--- config.mk ---
export PLATFORM = sky130hd
export DESIGN_NAME = uart_tx
export DESIGN_NICKNAME = d
export VERILOG_FILES = /design/src/rtl/uart_tx.sv
export SDC_FILE = /design/constraint.sdc
export NUM_CORES = 1
export LEC_CHECK = 0
export BUFFER_PORTS_ARGS = -buffer_cell sky130_fd_sc_hd__buf_2
export CAP_MARGIN = 20
export CORE_ASPECT_RATIO = 1.4
export CORE_MARGIN = 1.5
export CORE_UTILIZATION = 45
export CTS_CLUSTER_DIAMETER = 40
export DETAILED_ROUTE_END_ITERATION = 10
export PLACE_DENSITY = 0.74
export SETUP_SLACK_MARGIN = 0.3
export SYNTH_ARGS = -nofsm -noshare
export SYNTH_HDL_FRONTEND = slang
export SYNTH_SLANG_ARGS = --single-unit
--- constraint.sdc ---
create_clock -name CLK -period 4 [get_ports CLK]
set_clock_uncertainty 0.2 [all_clocks]
set_input_delay 0.8 -clock CLK [delete_from_list [all_inputs] [get_ports CLK]]
set_output_delay 0.8 -clock CLK [all_outputs]
set_load 0.01 [all_outputs]
--- src/rtl/uart_tx.sv ---
// uart_tx: UART serializer feeding the UART receiver's RX_IN.
//
// Accepts parallel words through a valid/ready handshake into a 1-deep
// holding buffer. Frames go out LSB-first: start bit, DATA_WIDTH data
// bits, an optional parity bit and a stop bit. Every bit is held for the
// Prescale value latched when the frame starts (values below 2 are
// treated as 2).
//
// Ports:
//   CLK        system clock
//   RST        synchronous, active-high reset
//   P_DATA     word to transmit
//   Data_Valid P_DATA valid; taken on a rising CLK edge while ready=1
//   PAR_EN     1 = append parity bit
//   PAR_TYP    0 = even parity, 1 = odd parity
//   Prescale   CLK cycles per bit (8, 16 or 32 in normal use)
//   TX_OUT     serial line, idles high
//   ready      holding buffer empty, a word can be accepted
//   busy       frame in progress (START through the last STOP cycle)
module uart_tx #(
    parameter int DATA_WIDTH = 8
) (
    input  logic                  CLK,
    input  logic                  RST,
    input  logic [DATA_WIDTH-1:0] P_DATA,
    input  logic                  Data_Valid,
    input  logic                  PAR_EN,
    input  logic                  PAR_TYP,
    input  logic [5:0]            Prescale,
    output logic                  TX_OUT,
    output logic                  ready,
    output logic                  busy
);

    localparam int BIT_CNT_W = (DATA_WIDTH > 1) ? $clog2(DATA_WIDTH) : 1;
    localparam logic [BIT_CNT_W-1:0] LAST_BIT = BIT_CNT_W'(DATA_WIDTH - 1);

    typedef enum logic [2:0] {
        S_IDLE,
        S_START,
        S_DATA,
        S_PARITY,
        S_STOP
    } state_t;

    state_t                 state_q,     state_d;
    logic [DATA_WIDTH-1:0]  shift_q,     shift_d;
    logic [DATA_WIDTH-1:0]  buf_q,       buf_d;
    logic                   buf_full_q,  buf_full_d;
    logic [5:0]             prescale_q,  prescale_d;
    logic                   par_en_q,    par_en_d;
    logic                   par_bit_q,   par_bit_d;
    logic [5:0]             presc_cnt_q, presc_cnt_d;
    logic [BIT_CNT_W-1:0]   bit_cnt_q,   bit_cnt_d;
    logic                   tx_q,        tx_d;
    logic                   busy_q,      busy_d;

    logic                   accept;
    logic                   bit_end;
    logic                   load_frame;
    logic [DATA_WIDTH-1:0]  load_word;
    logic [DATA_WIDTH-1:0]  shifted;
    logic [5:0]             prescale_eff;

    assign accept       = Data_Valid & ~buf_full_q;
    assign bit_end      = (presc_cnt_q == (prescale_q - 6'd1));
    assign shifted      = shift_q >> 1;
    assign prescale_eff = (Prescale < 6'd2) ? 6'd2 : Prescale;

    // Next-state logic. A frame start (load_frame) can come from IDLE or
    // straight out of STOP when the buffer is full; in both cases the
    // configuration inputs are sampled here and held for the whole frame.
    // The parity bit is computed from the word at load time so that later
    // PAR_TYP changes cannot affect the frame in flight.
    always_comb begin
        state_d     = state_q;
        shift_d     = shift_q;
        buf_d       = buf_q;
        buf_full_d  = buf_full_q;
        prescale_d  = prescale_q;
        par_en_d    = par_en_q;
        par_bit_d   = par_bit_q;
        presc_cnt_d = presc_cnt_q;
        bit_cnt_d   = bit_cnt_q;
        tx_d        = tx_q;
        busy_d      = busy_q;
        load_frame  = 1'b0;
        load_word   = P_DATA;

        // Outside IDLE an accepted word always lands in the buffer.
        if (accept && (state_q != S_IDLE)) begin
            buf_d      = P_DATA;
            buf_full_d = 1'b1;
        end

        case (state_q)
            S_IDLE: begin
                presc_cnt_d = 6'd0;
                // A word left in the buffer at the end of the previous
                // frame takes priority; ready is low then, so Data_Valid
                // cannot be accepted at the same time.
                if (buf_full_q) begin
                    load_frame = 1'b1;
                    load_word  = buf_q;
                    buf_full_d = 1'b0;
                end else if (Data_Valid) begin
                    load_frame = 1'b1;
                    load_word  = P_DATA;
                end
            end

            S_START: begin
                if (bit_end) begin
                    state_d     = S_DATA;
                    presc_cnt_d = 6'd0;
                    bit_cnt_d   = '0;
                    tx_d        = shift_q[0];
                end else begin
                    presc_cnt_d = presc_cnt_q + 6'd1;
                end
            end

            S_DATA: begin
                if (bit_end) begin
                    presc_cnt_d = 6'd0;
                    if (bit_cnt_q == LAST_BIT) begin
                        bit_cnt_d = '0;
                        if (par_en_q) begin
                            state_d = S_PARITY;
                            tx_d    = par_bit_q;
                        end else begin
                            state_d = S_STOP;
                            tx_d    = 1'b1;
                        end
                    end else begin
                        shift_d   = shifted;
                        tx_d      = shifted[0];
                        bit_cnt_d = bit_cnt_q + BIT_CNT_W'(1);
                    end
                end else begin
                    presc_cnt_d = presc_cnt_q + 6'd1;
                end
            end

            S_PARITY: begin
                if (bit_end) begin
                    state_d     = S_STOP;
                    presc_cnt_d = 6'd0;
                    tx_d        = 1'b1;
                end else begin
                    presc_cnt_d = presc_cnt_q + 6'd1;
                end
            end

            S_STOP: begin
                if (bit_end) begin
                    presc_cnt_d = 6'd0;
                    // Buffered word chains in with no idle gap.
                    if (buf_full_q) begin
                        load_frame = 1'b1;
                        load_word  = buf_q;
                        buf_full_d = 1'b0;
                    end else begin
                        state_d = S_IDLE;
                        tx_d    = 1'b1;
                        busy_d  = 1'b0;
                    end
                end else begin
                    presc_cnt_d = presc_cnt_q + 6'd1;
                end
            end

            default: begin
                state_d = S_IDLE;
                tx_d    = 1'b1;
                busy_d  = 1'b0;
            end
        endcase

        if (load_frame) begin
            state_d     = S_START;
            shift_d     = load_word;
            par_bit_d   = PAR_TYP ? ~^load_word : ^load_word;
            prescale_d  = prescale_eff;
            par_en_d    = PAR_EN;
            presc_cnt_d = 6'd0;
            bit_cnt_d   = '0;
            tx_d        = 1'b0;
            busy_d      = 1'b1;
        end
    end

    // State register. Reset aborts any frame and drops the buffered word.
    always_ff @(posedge CLK) begin
        if (RST) begin
            state_q     <= S_IDLE;
            shift_q     <= '0;
            buf_q       <= '0;
            buf_full_q  <= 1'b0;
            prescale_q  <= 6'd0;
            par_en_q    <= 1'b0;
            par_bit_q   <= 1'b0;
            presc_cnt_q <= 6'd0;
            bit_cnt_q   <= '0;
            tx_q        <= 1'b1;
            busy_q      <= 1'b0;
        end else begin
            state_q     <= state_d;
            shift_q     <= shift_d;
            buf_q       <= buf_d;
            buf_full_q  <= buf_full_d;
            prescale_q  <= prescale_d;
            par_en_q    <= par_en_d;
            par_bit_q   <= par_bit_d;
            presc_cnt_q <= presc_cnt_d;
            bit_cnt_q   <= bit_cnt_d;
            tx_q        <= tx_d;
            busy_q      <= busy_d;
        end
    end

    assign TX_OUT = tx_q;
    assign busy   = busy_q;
    assign ready  = ~buf_full_q;

endmodule

**Word-level counts from Yosys, hierarchy flattened**

Index checks and enable logic that the tools add are counted.

- Flip-flop bits (word level): 39
- Word-level logic and storage cells: 104

- Order comparisons: 1
- Multiplexer cells: 46
- Reduce and logical (&&, ||, !) cells: 18
- Equal/unequal tests: 21
- Add/subtract/negate cells: 3
- Bitwise logic cells: 3

Operators by type and width:

| kind | number |
|---|---|
| $mux W8 | 6 |
| $mux W3 | 10 |
| $mux W1 | 20 |
| $ne A3 B3 Y1 const B | 6 |
| $ne A2 B2 Y1 const B | 8 |
| $pmux W8 S2 | 1 |
| $pmux W3 S5 | 1 |
| $reduce_and A7 Y1 | 2 |
| $mux W6 | 2 |
| $pmux W6 S2 | 1 |
| $reduce_and A3 Y1 | 3 |
| $reduce_bool A2 Y1 | 4 |
| $reduce_or A4 Y1 | 2 |
| $reduce_xnor A8 Y1 | 1 |
| $reduce_xor A8 Y1 | 1 |
| $add A6 B1 Y6 const B | 1 |
| $eq A3 B2 Y1 const B | 2 |
| $eq A3 B3 Y1 const B | 2 |
| $eq A6 B6 Y1 | 1 |
| $lt A6 B2 Y1 const B | 1 |
| $pmux W1 S2 | 3 |
| $pmux W3 S2 | 1 |
| $reduce_and A6 Y1 | 1 |
| $sub A6 B1 Y6 const B | 1 |
| 10 further kinds | 11 |

**Logic depth before layout (Yosys ltp)**

Gate-level depths: netlist of the first run.

- Depth in word-level cells: 7
- Mapped depth: 10

**Worst setup path before layout of the first run**

OpenSTA, ideal clock, no wires.

- Path type: register to register
- From: reg prescale_q[0]
- To: reg shift_q[4]
- Arrival: 2.099 ns
- Cell stages (with the launch flop): 9
- Period minus slack after synthesis: 2.435 ns
- Required time: 3.664 ns
- Slack: 1.565 ns
- Path buffers: 2
- Setup time: 0.136 ns
- Cell sequence: dfxtp_1 or3_4 or4_4 and4_1 buf_6 a31oi_4 buf_12 mux2i_1 o221ai_1

- Word-level cells in the longest chain between the ends: 6
- Elaborated cells between the ends (all ways): 11
- Classes of those cells: add/sub: 1; eq/ne: 2; mux: 5; reduce/logical: 3

RTL lines:

| item | line | source |
|---|---|---|
| start, declared | 50 | `logic [5:0] prescale_q, prescale_d;` |
| start signal, assigned | 212 | `prescale_q <= prescale_d;` |
| $sub A6 B1 Y6 (*) | 66 | `assign bit_end = (presc_cnt_q == (prescale_q - 6'd1));` |
| $eq A6 B6 Y1 (*) | 66 |  |
| $mux W1 | 156 | `if (bit_end) begin` |
| $pmux W1 S2 | 96 | `case (state_q)` |
| $ne A2 B2 Y1 (no line) or $reduce_bool A2 Y1 (tied branches) | n/a |  |
| $reduce_and A3 Y1 (no line) | n/a |  |
| end signal, assigned | 209 | `shift_q <= shift_d;` |
| end, declared | 47 | `logic [DATA_WIDTH-1:0] shift_q, shift_d;` |

Mark *: on every way between the ends. The rest lies on a longest branch, timed or not.
A chain may end at the register's enable or synchronous reset.

**Final worst setup path of the first run**

- From: reg prescale_q[0]
- To: reg presc_cnt_q[1]

- Word-level cells in the longest chain between the ends: 5
- Elaborated cells between the ends (all ways): 7
- Classes of those cells: add/sub: 1; eq/ne: 1; mux: 4; reduce/logical: 1

RTL lines:

| item | line | source |
|---|---|---|
| $sub A6 B1 Y6 (*) | 66 |  |
| $eq A6 B6 Y1 (*) | 66 |  |
| $mux W1 | 156 |  |
| $pmux W1 S2 | 96 |  |
| $reduce_or A2 Y1 (no line) | n/a |  |
| end signal, assigned | 215 | `presc_cnt_q <= presc_cnt_d;` |
| end, declared | 53 | `logic [5:0] presc_cnt_q, presc_cnt_d;` |

Marked as above.

==> flow_summary.ini, run 1 <==
[outcome]
outcome = completed

[cts]
post_cts_buffers = 0
htreeDepth = 2
ctsResizeCount = 0
tritoncts = built
clk_pin_slew_ns = 0.07
hold_buffers = 0
cts_inserted_buffers = 5
insertion_delay_ns = 0.29
clk_path_buf_depth = 2
clockRootBuffer = clkbuf_8
cts.sinks = 39

[setup_path]
worst-setup-path-type = reg -> reg
slowest_delay_ns = 0.48
path_buf_inv = 0
critPathArrivalTime_ns = 2.98
cp_max_fo = 16
crit_required_ns = 4.00
worst_setup_path_end_kind = flip-flop
crit_slowest_cell = or4_4
critPathTopFamily = simple AND/OR/NAND/NOR gates
start_kind = flip-flop
path_cells = or3_4, or4_4, and4_1, a31oi_4, nand2b_1, a311oi_1

[power]
max-vdd-ir-drop_mv = 0.231
power.switching_uw = 258
p_leak_uw = 0.00100
p_seq_share_pct = 45.1
powerDensity_nw_per_um2 = 388
swShare_pct = 26.9
pwr-share-comb_pct = 19.6
internal_power_uw = 701
power.share.clock_pct = 35.3

[floorplan]
boundaryPins = 22
die_h_um = 86.6
coreArea_um2 = 4840
row_count = 30
die_w_um = 62.7
initial_core_util_pct = 46.4
die_area_um2 = 5430

[yosys]
synth_most_common_cell = dfxtp_1
synth_edf_count = 0
yosysUniqueCellTypes = 55
yosysWarnings = 0
synth-seq-area-share_pct = 34.7
syn_nets = 269
synth_fa_ha_area_share_pct = 2.73
synth_top_cell_by_area = dfxtp_1
yosys_register_bits = 39
muxShareOfSynthArea_pct = 13.0
synthFlopType = dfxtp_1
yosys-top-cells-count = 39 x dfxtp_1, 28 x mux2i_1, 21 x nor2_1, 17 x xnor2_1, 11 x nor3_1
syn_inst = 246
syn_avg_cell_area_um2 = 9.13
synth.area.top_cells = dfxtp_1 35%, mux2i_1 12%, xnor2_1 6.6%
netlist_area_um2 = 2250
synth_compound_area_share_pct = 15.4
synth.top_cell.area_share_pct = 34.7
synthSimpleGateAreaFrac_pct = 18.4
ys_async_sr_fraction_pct = 0
synth_top_family_by_area = simple AND/OR/NAND/NOR gates
yosys.area_share.xor_xnor_pct = 10.5

[cells_and_area]
n_antenna_cell = 0
num-fill-cells = 446
layout.nets = 284
drive_gt1_share_pct = 16.4
syn_to_final_growth_pct = 9.97
final_cells = 326

[global_route]
grt_pass1_vias = 1778
antenna_found_initial = 0
grtUsageTotal_pct = 17.6
grt_max_degree = 32
gr-total-overflow = 0
grt_first_pass_wirelength_mm = 7.62

[route]
drt_iter0_markers = 94
num_vias = 1818
vias_per_cell = 5.58
dr.pass1.iters = 5
drc = 0
wl_mm = 4.42
ant_nets = 0
drt-wirelength-per-cell_um = 13.5

[timing]
drv_slew = 0
relSlewSlack_pct = 55.6
setup_viol = 0
rsz0062_at_grt = no
setup-tns-final_ns = 0
fmax_mhz = 336
finalHoldViolCount = 0
fin_crit_ns = 2.98
tightest_slew_ns = 0.665
period_share_pct = 74.5

[flow_run]
max_cap_violations = 0

[placed_design]
gp_congestion = 0.816
dp_hpwl_mm = 3.20
place_inst = 318
port_buffers = 21

[min_path]
hold_class = reg -> reg
## worst reg2reg max path, delay by kind of cell (launching register included)
| family | cells | cell delay, ns |
|---|---|---|
| AO/OA/AOI/OAI | 2 | 0.76 |
| flip-flops | 1 | 0.33 |
| AND/OR/NAND/NOR | 4 | 1.59 |
## area by class of cell
class | instances | area [µm²] | area share [%]
repair buffers | 22 | 113 | 4.56
inverters | 8 | 30.0 | 1.22
clock inverters | 2 | 35.0 | 1.42
clock buffers | 6 | 82.6 | 3.34
well taps | 64 | 80.1 | 3.24
flip-flops and latches | 39 | 781 | 31.6
multi-input cells | 185 | 1350 | 54.6
## path summary, 6_finish.rpt
| check | from | to | slack [ns] | cells past startpoint |
|---|---|---|---|---|
| setup / recovery | prescale_q[0] | presc_cnt_q[1] | 1.02 | 6 |
| hold / removal | bit_cnt_q[1] | bit_cnt_q[1] | 0.28 | 2 |
| setup reg to reg | prescale_q[0] | presc_cnt_q[1] | 1.02 | 6 |
| hold reg to reg | bit_cnt_q[1] | bit_cnt_q[1] | 0.28 | 2 |
## placed cells by master, fill, tap and decap left out, types with 2 or more instances in the layout
cell type and count:
dfxtp_1 39, mux2i_1 28, nor2_1 21, buf_2 21, xnor2_1 17, nor3_1 11
xor2_1 10, a21oi_1 10, nand3_1 8, nand2_1 8, inv_1 7, o21ai_0 7
nand2b_1 6, o22ai_1 6, clkbuf_8 6, a211oi_1 4, ha_1 4, nand4_1 3
nor2b_1 3, nor3b_1 2, o31ai_1 2, nand3b_1 2, a31oi_4 2, nor4_1 2
a31oi_1 2, or3_1 2
## stage by stage
step | setup WS, ns | hold WS, ns | util (%) | power [µW] | cell area, µm²
6_report | 1.02 | 0.278 | 51.0 | 959 | 2470
5_1_grt | 0.838 | 0.301 | 51.0 | 1010 | 2470
2_1_floorplan | 1.57 | 0.248 | - | 592 | 2250
3_5_place_dp | 1.03 | 0.269 | 48.6 | 630 | 2350
4_1_cts | 1.01 | 0.281 | 51.0 | 969 | 2470
3_3_place_gp | 1.08 | 0.267 | 48.6 | 626 | 2350
## registers in the layout (all words and copies together), names as in the netlist
name	flops
state_q	3
par_en_q	1
shift_q	8
par_bit_q	1
TX_OUT	1
prescale_q	6
busy	1
buf_q	8
bit_cnt_q	3
presc_cnt_q	6
buf_full_q	1
## logic make-up after synthesis
group	count (synthesis)
AO/OA/AOI/OAI	47
adder cells (fa/ha/maj)	5
XOR/XNOR	27
AND/OR/NAND/NOR	77
multiplexers	29
buffers and inverters	22
flip-flops	39
## routing by layer
metal / vias up / GRT usage [%] / part of all wire [%]
met5: - / 0 / 0
met4: 0 / 8.48 / 2.9
met3: 10 / 4.03 / 3.7
met2: 41 / 31.8 / 50
met1: 852 / 19.4 / 43
li1: 915 / - / -
## power groups by stage
stage | Clock [µW] | Combinational, µW | Sequential [µW]
2_1_floorplan | 0 | 156 | 435
3_5_place_dp | 0 | 188 | 442
6_report | 339 | 188 | 433
4_1_cts | 347 | 190 | 433
5_1_grt | 365 | 208 | 436
3_3_place_gp | 0 | 185 | 441
No activity file was read; power rests on OpenSTA's default activity.
==> run 2: changes to the inputs <==
--- a/config.mk
+++ b/config.mk
@@ -12,7 +12,7 @@
 export CORE_UTILIZATION = 45
 export CTS_CLUSTER_DIAMETER = 40
 export DETAILED_ROUTE_END_ITERATION = 10
-export PLACE_DENSITY = 0.74
+export PLACE_DENSITY = 0.77
 export SETUP_SLACK_MARGIN = 0.3
 export SYNTH_ARGS = -nofsm -noshare
 export SYNTH_HDL_FRONTEND = slang
==> constraint.sdc (replaced) <==
create_clock -name CLK -period 2.64 [get_ports CLK]
set_clock_uncertainty 0.2 [all_clocks]
set_input_delay 0.528 -clock CLK [delete_from_list [all_inputs] [get_ports CLK]]
set_output_delay 0.528 -clock CLK [all_outputs]
set_load 0.01 [all_outputs]
==> run 2 against run 1 <==
Sequential cell count unchanged. Die area unchanged. Total power up 60%. Highest routed layer unchanged. Sequential share of layout area is 4.7 points lower. Critical path type unchanged. Final cell count increased by 7.1%. Count of clock-buffer cells in the layout is 2 higher. Combinational power is 130% higher.
==> flow_summary.ini, run 2 (same netlist as run 1, synthesis figures left out) <==
[cts]
clk_path_buf_depth = 2
hold_buffers = 0
htreeDepth = 2
clockRootBuffer = clkbuf_8
clk_pin_slew_ns = 0.07
cts.sinks = 39
cts_inserted_buffers = 5
insertion_delay_ns = 0.30
tritoncts = built

[route]
wl_mm = 5.83
drt-wirelength-per-cell_um = 16.7
vias_per_cell = 5.68
num_vias = 1983
drt_iter0_markers = 166
ant_nets = 0
dr.pass1.iters = 4
drc = 0

[global_route]
grt_max_degree = 23
grt_first_pass_wirelength_mm = 9.30
gr-total-overflow = 0
grtUsageTotal_pct = 21.8
antenna_found_initial = 0
grt_pass1_vias = 2011

[timing]
relSlewSlack_pct = 39.9
fin_crit_ns = 2.45
setup-tns-final_ns = 0
finalHoldViolCount = 0
drv_slew = 0
fmax_mhz = 409
fin_ws_ns = 0.192
setup_viol = 0
period_share_pct = 92.7
tightest_slew_ns = 0.900
rsz0062_at_grt = yes

[floorplan]
die_h_um = 86.6
initial_core_util_pct = 46.4
row_count = 30
coreArea_um2 = 4840
boundaryPins = 22
die_w_um = 62.7
die_area_um2 = 5430

[min_path]
min_from = PAR_EN
hold_class = in -> reg
whs_path_depth = 3
hold_end = par_en_q

[placed_design]
dp_slack_ns = -0.0405
port_buffers = 21
dp_hpwl_mm = 3.47
place_inst = 327
gp_congestion = 0.815

[cells_and_area]
final_cells = 349
mostFrequentLayoutCell = dfxtp_1
final_cell_mix = 36 x dfxtp_1, 21 x buf_2, 20 x nor2_1, 20 x mux2i_1, 17 x xnor2_1
reg_top3 = buf_q x8, shift_q x8
syn_to_final_growth_pct = 30.0
drive_gt1_share_pct = 36.5
n_antenna_cell = 0
layout.nets = 307

[outcome]
outcome = completed

[setup_path]
cp_max_fo = 4
r2r-start = prescale_q[0]
worstRegToRegCells = 10
crit_required_ns = 2.63
path_cells = inv_2, ha_4, or3b_4, a211oi_2, and4_4, a31oi_4, buf_6, buf_16, mux2i_1, o22ai_1
worst-setup-path-type = reg -> reg
start_kind = flip-flop
worst_setup_path_end_kind = flip-flop
r2r-end = shift_q[6]
critPathArrivalTime_ns = 2.44
crit_slowest_cell = or3b_4
rrSetupSlack_ns = 0.19
slowest_delay_ns = 0.38

[power]
powerDensity_nw_per_um2 = 526
max-vdd-ir-drop_mv = 0.405
p_leak_uw = 0.00114

[flow_run]
max_cap_violations = 0
[run 2: cell types whose count changed in the layout (fill, tap and decap cells not counted), moves of 4 or more]
cell	change
mux2i_2	+7
nor3_1	-4
buf_4	+10
o21ai_0	-4
buf_6	+10
mux2i_1	-8
[run 2: report_power, final]
group | internal (µW) | switching (µW)
registers | 625 | 31.3
logic | 209 | 219
clock network | 238 | 214
total | 1070 | 465
[run 2: layout make-up]
class,instances,area (µm²)
Inverter,8,30.0
Fill cell,383,1920
Multi-Input combinational cell,186,1580
Tap cell,64,80.1
Timing Repair Buffer,44,348
Clock buffer,8,100
Sequential cell,39,785
[run 2: timing repair]
| action | in CTS | in global routing |
|---|---|---|
| gates cloned | 2 | 0 |
| resized for setup | 34 | 27 |
| pin swaps | 16 | 17 |
| setup endpoints to repair | 30 | 31 |
| setup buffers | 5 | 7 |
[run 2: worst max-delay path: cells and delay by family (launching register included)]
kind                     cells  cell delay, ns
AO/OA/AOI/OAI                3            0.44
adder cells (fa/ha/maj)      1            0.14
buffers and inverters        3            0.36
flip-flops                   1            0.34
multiplexers                 1            0.15
AND/OR/NAND/NOR              2            0.69
[run 2: worst max-delay path by stage]
stage / start / to / slack (ns)
after floorplan: prescale_q[0] / shift_q[4] / 0.25
after global placement: prescale_q[0] / shift_q[7] / 0.06
after detailed placement: prescale_q[0] / shift_q[3] / -0.04
after CTS: prescale_q[2] / par_bit_q / 0.16
after global routing: prescale_q[2] / prescale_q[3] / 0.11
final: prescale_q[0] / shift_q[6] / 0.19
[run 2: metal layers]
metal  global-route usage [%]  up-vias  share of wire [%]
met5                        0        -                  0
met4                     11.1        0                2.2
met3                     4.68       13                3.2
met2                     39.5       43                 53
met1                     23.8      957                 42
li1                         -      970                  -
[run 2: per-stage QoR]
| stage | hold slack, ns | util (%) | cell area, µm² | total power, µW |
|---|---|---|---|---|
| floorplan | 0.248 | - | 2260 | 900 |
| global placement | 0.267 | 50.4 | 2440 | 972 |
| detailed placement | 0.281 | 50.4 | 2440 | 981 |
| CTS | 0.276 | 56.8 | 2750 | 1470 |
| global route | 0.282 | 60.3 | 2920 | 1600 |
| finish | 0.264 | 60.3 | 2920 | 1540 |
==> run 3: changes to the inputs <==
--- a/config.mk
+++ b/config.mk
@@ -12,7 +12,8 @@
 export CORE_UTILIZATION = 45
 export CTS_CLUSTER_DIAMETER = 40
 export DETAILED_ROUTE_END_ITERATION = 10
-export PLACE_DENSITY = 0.77
+export PLACE_DENSITY = 0.74
+export REMOVE_ABC_BUFFERS = 1
 export SETUP_SLACK_MARGIN = 0.3
 export SYNTH_ARGS = -nofsm -noshare
 export SYNTH_HDL_FRONTEND = slang
==> constraint.sdc (replaced) <==
create_clock -name CLK -period 2.89 [get_ports CLK]
set_clock_uncertainty 0.2 [all_clocks]
set_input_delay 0.578 -clock CLK [delete_from_list [all_inputs] [get_ports CLK]]
set_output_delay 0.578 -clock CLK [all_outputs]
set_load 0.01 [all_outputs]
==> run 3 against run 2 <==
Sequential power down 8.8%. Highest routed layer unchanged. Critical endpoint is now shift_q[5]. Total power down 17%. Routed wire length down 19%. Fmax down 3.9%. Critical path type unchanged. Largest cell class unchanged. Via count down 5.6%. Non-clock buffer count down 6. Worst hold slack better by 0.0078 ns. Combinational power down 29%.
==> flow_summary.ini, run 3 (same netlist as run 1, synthesis figures left out) <==
[power]
pwr-share-comb_pct = 23.8
max-vdd-ir-drop_mv = 0.394
power.switching_uw = 370
powerDensity_nw_per_um2 = 491
p_seq_share_pct = 46.9
fin_total_pwr_uw = 1280
swShare_pct = 29.0
internal_power_uw = 906
power.share.clock_pct = 29.3
p_leak_uw = 0.00105

[cells_and_area]
mostFrequentLayoutCell = dfxtp_1
finish.utilization_pct = 53.7
multi_input_area_um2 = 1390
final_cell_mix = 38 x dfxtp_1, 27 x mux2i_1, 21 x nor2_1, 21 x buf_2, 17 x xnor2_1
final_cell_area_um2 = 2600
n_antenna_cell = 0
regArea_um2 = 782
reg_top3 = buf_q x8, shift_q x8
final_cells = 341
num-fill-cells = 444
drive_gt1_share_pct = 23.8
syn_to_final_growth_pct = 15.8
layout.nets = 300

[route]
drt-wirelength-per-cell_um = 13.8
drc = 0
dr.pass1.iters = 4
ant_nets = 0
num_vias = 1872
wl_mm = 4.70
vias_per_cell = 5.49
drt_iter0_markers = 92

[floorplan]
boundaryPins = 22
die_area_um2 = 5430
initial_core_util_pct = 46.4
die_h_um = 86.6
coreArea_um2 = 4840
row_count = 30
die_w_um = 62.7

[global_route]
grt_pass1_vias = 1720
gr-total-overflow = 0
grt_max_degree = 23
grtUsageTotal_pct = 17.6
grt_first_pass_wirelength_mm = 7.76
antenna_found_initial = 0

[timing]
tightest_slew_ns = 0.648
drv_slew = 0
relSlewSlack_pct = 56.8
rsz0062_at_grt = yes
setup_viol = 0
fmax_mhz = 392
period_share_pct = 88.2
fin_crit_ns = 2.55
finalHoldViolCount = 0
setup-tns-final_ns = 0

[cts]
clk_path_buf_depth = 2
clk_pin_slew_ns = 0.08
htreeDepth = 2
hold_buffers = 0
insertion_delay_ns = 0.29
clockRootBuffer = clkbuf_8
cts_inserted_buffers = 5
cts.sinks = 39
tritoncts = built

[setup_path]
critPathArrivalTime_ns = 2.52
start_kind = flip-flop
worst-setup-path-type = reg -> reg
cp_max_fo = 6
worst_setup_path_end_kind = flip-flop
r2r-start = prescale_q[0]
worstRegToRegCells = 7
crit_required_ns = 2.87
r2r-end = shift_q[5]
rrSetupSlack_ns = 0.34

[placed_design]
post_dp_cell_area_um2 = 2400
gp_congestion = 0.819
place_inst = 324
port_buffers = 21
dp_hpwl_mm = 3.35

[min_path]
min_from = bit_cnt_q[1]
whs_path_depth = 2
hold_class = reg -> reg
hold_end = bit_cnt_q[1]

[outcome]
outcome = completed

[flow_run]
max_cap_violations = 0
[run 3: cell count changes in the layout (fill, tap and decap cells not counted), sizes merged]
| cell | before | now |
|---|---|---|
| nand4 | 5 | 4 |
| buf | 44 | 38 |
| clkbuf | 8 | 6 |
| clkinv | 0 | 1 |
[run 3: area by class of cell]
cell class                      count  area share (%)
Clock buffer                        6            3.17
Clock inverter                      1           0.192
Inverter                            8            1.15
Multi-Input combinational cell    185            53.2
Sequential cell                    39            30.1
Tap cell                           64            3.08
Timing Repair Buffer               38            9.09
[run 3: power groups by stage]
stage / clock network (µW) / logic [µW] / registers, µW
2_1_floorplan: 0 / 198 / 605
3_3_place_gp: 0 / 270 / 610
3_5_place_dp: 0 / 274 / 611
4_1_cts: 386 / 282 / 598
5_1_grt: 404 / 333 / 603
6_report: 374 / 304 / 598
[run 3: through the flow]
stage	setup slack (ns)	hold slack (ns)
CTS	0.319	0.279
global route	0.256	0.299
finish	0.342	0.272
detailed placement	0.0961	0.267
floorplan	0.225	0.248
global placement	0.186	0.269
[run 3: timing repair]
action                     in CTS  in global routing
setup buffers                   2                  8
cloned                          0                  0
gates resized for setup         5                  6
pin swaps                       1                  6
setup endpoints to repair      21                 25
[run 3: worst max-delay path by stage]
stage | start | to | slack [ns] | depth (start not counted)
after global placement | prescale_q[0] | shift_q[2] | 0.19 | 8
after detailed placement | prescale_q[0] | shift_q[3] | 0.1 | 8
after global routing | prescale_q[0] | prescale_q[2] | 0.26 | 7
after floorplan | prescale_q[0] | presc_cnt_q[1] | 0.23 | 6
after CTS | prescale_q[0] | prescale_q[1] | 0.32 | 9
final | prescale_q[0] | shift_q[5] | 0.34 | 7
[run 3: layer usage]
metal  part of all wire [%]  up-vias  routed length [µm]  track usage (%)
met3                    3.1       15                 145             3.38
met4                    2.9        0                 138             8.08
met1                     43      878                2030             20.8
li1                       -      942                   -                -
met5                      0        -                   0                0
met2                     51       37                2390             30.9
[run 3: critical path, cell delays in order (launching register included)]
cell and delay, ns:
dfxtp_2 0.33, or3_4 0.39, or4_4 0.49, and4_4 0.26, a31oi_4 0.22, buf_4 0.17, mux2i_1 0.27, o22ai_1 0.11
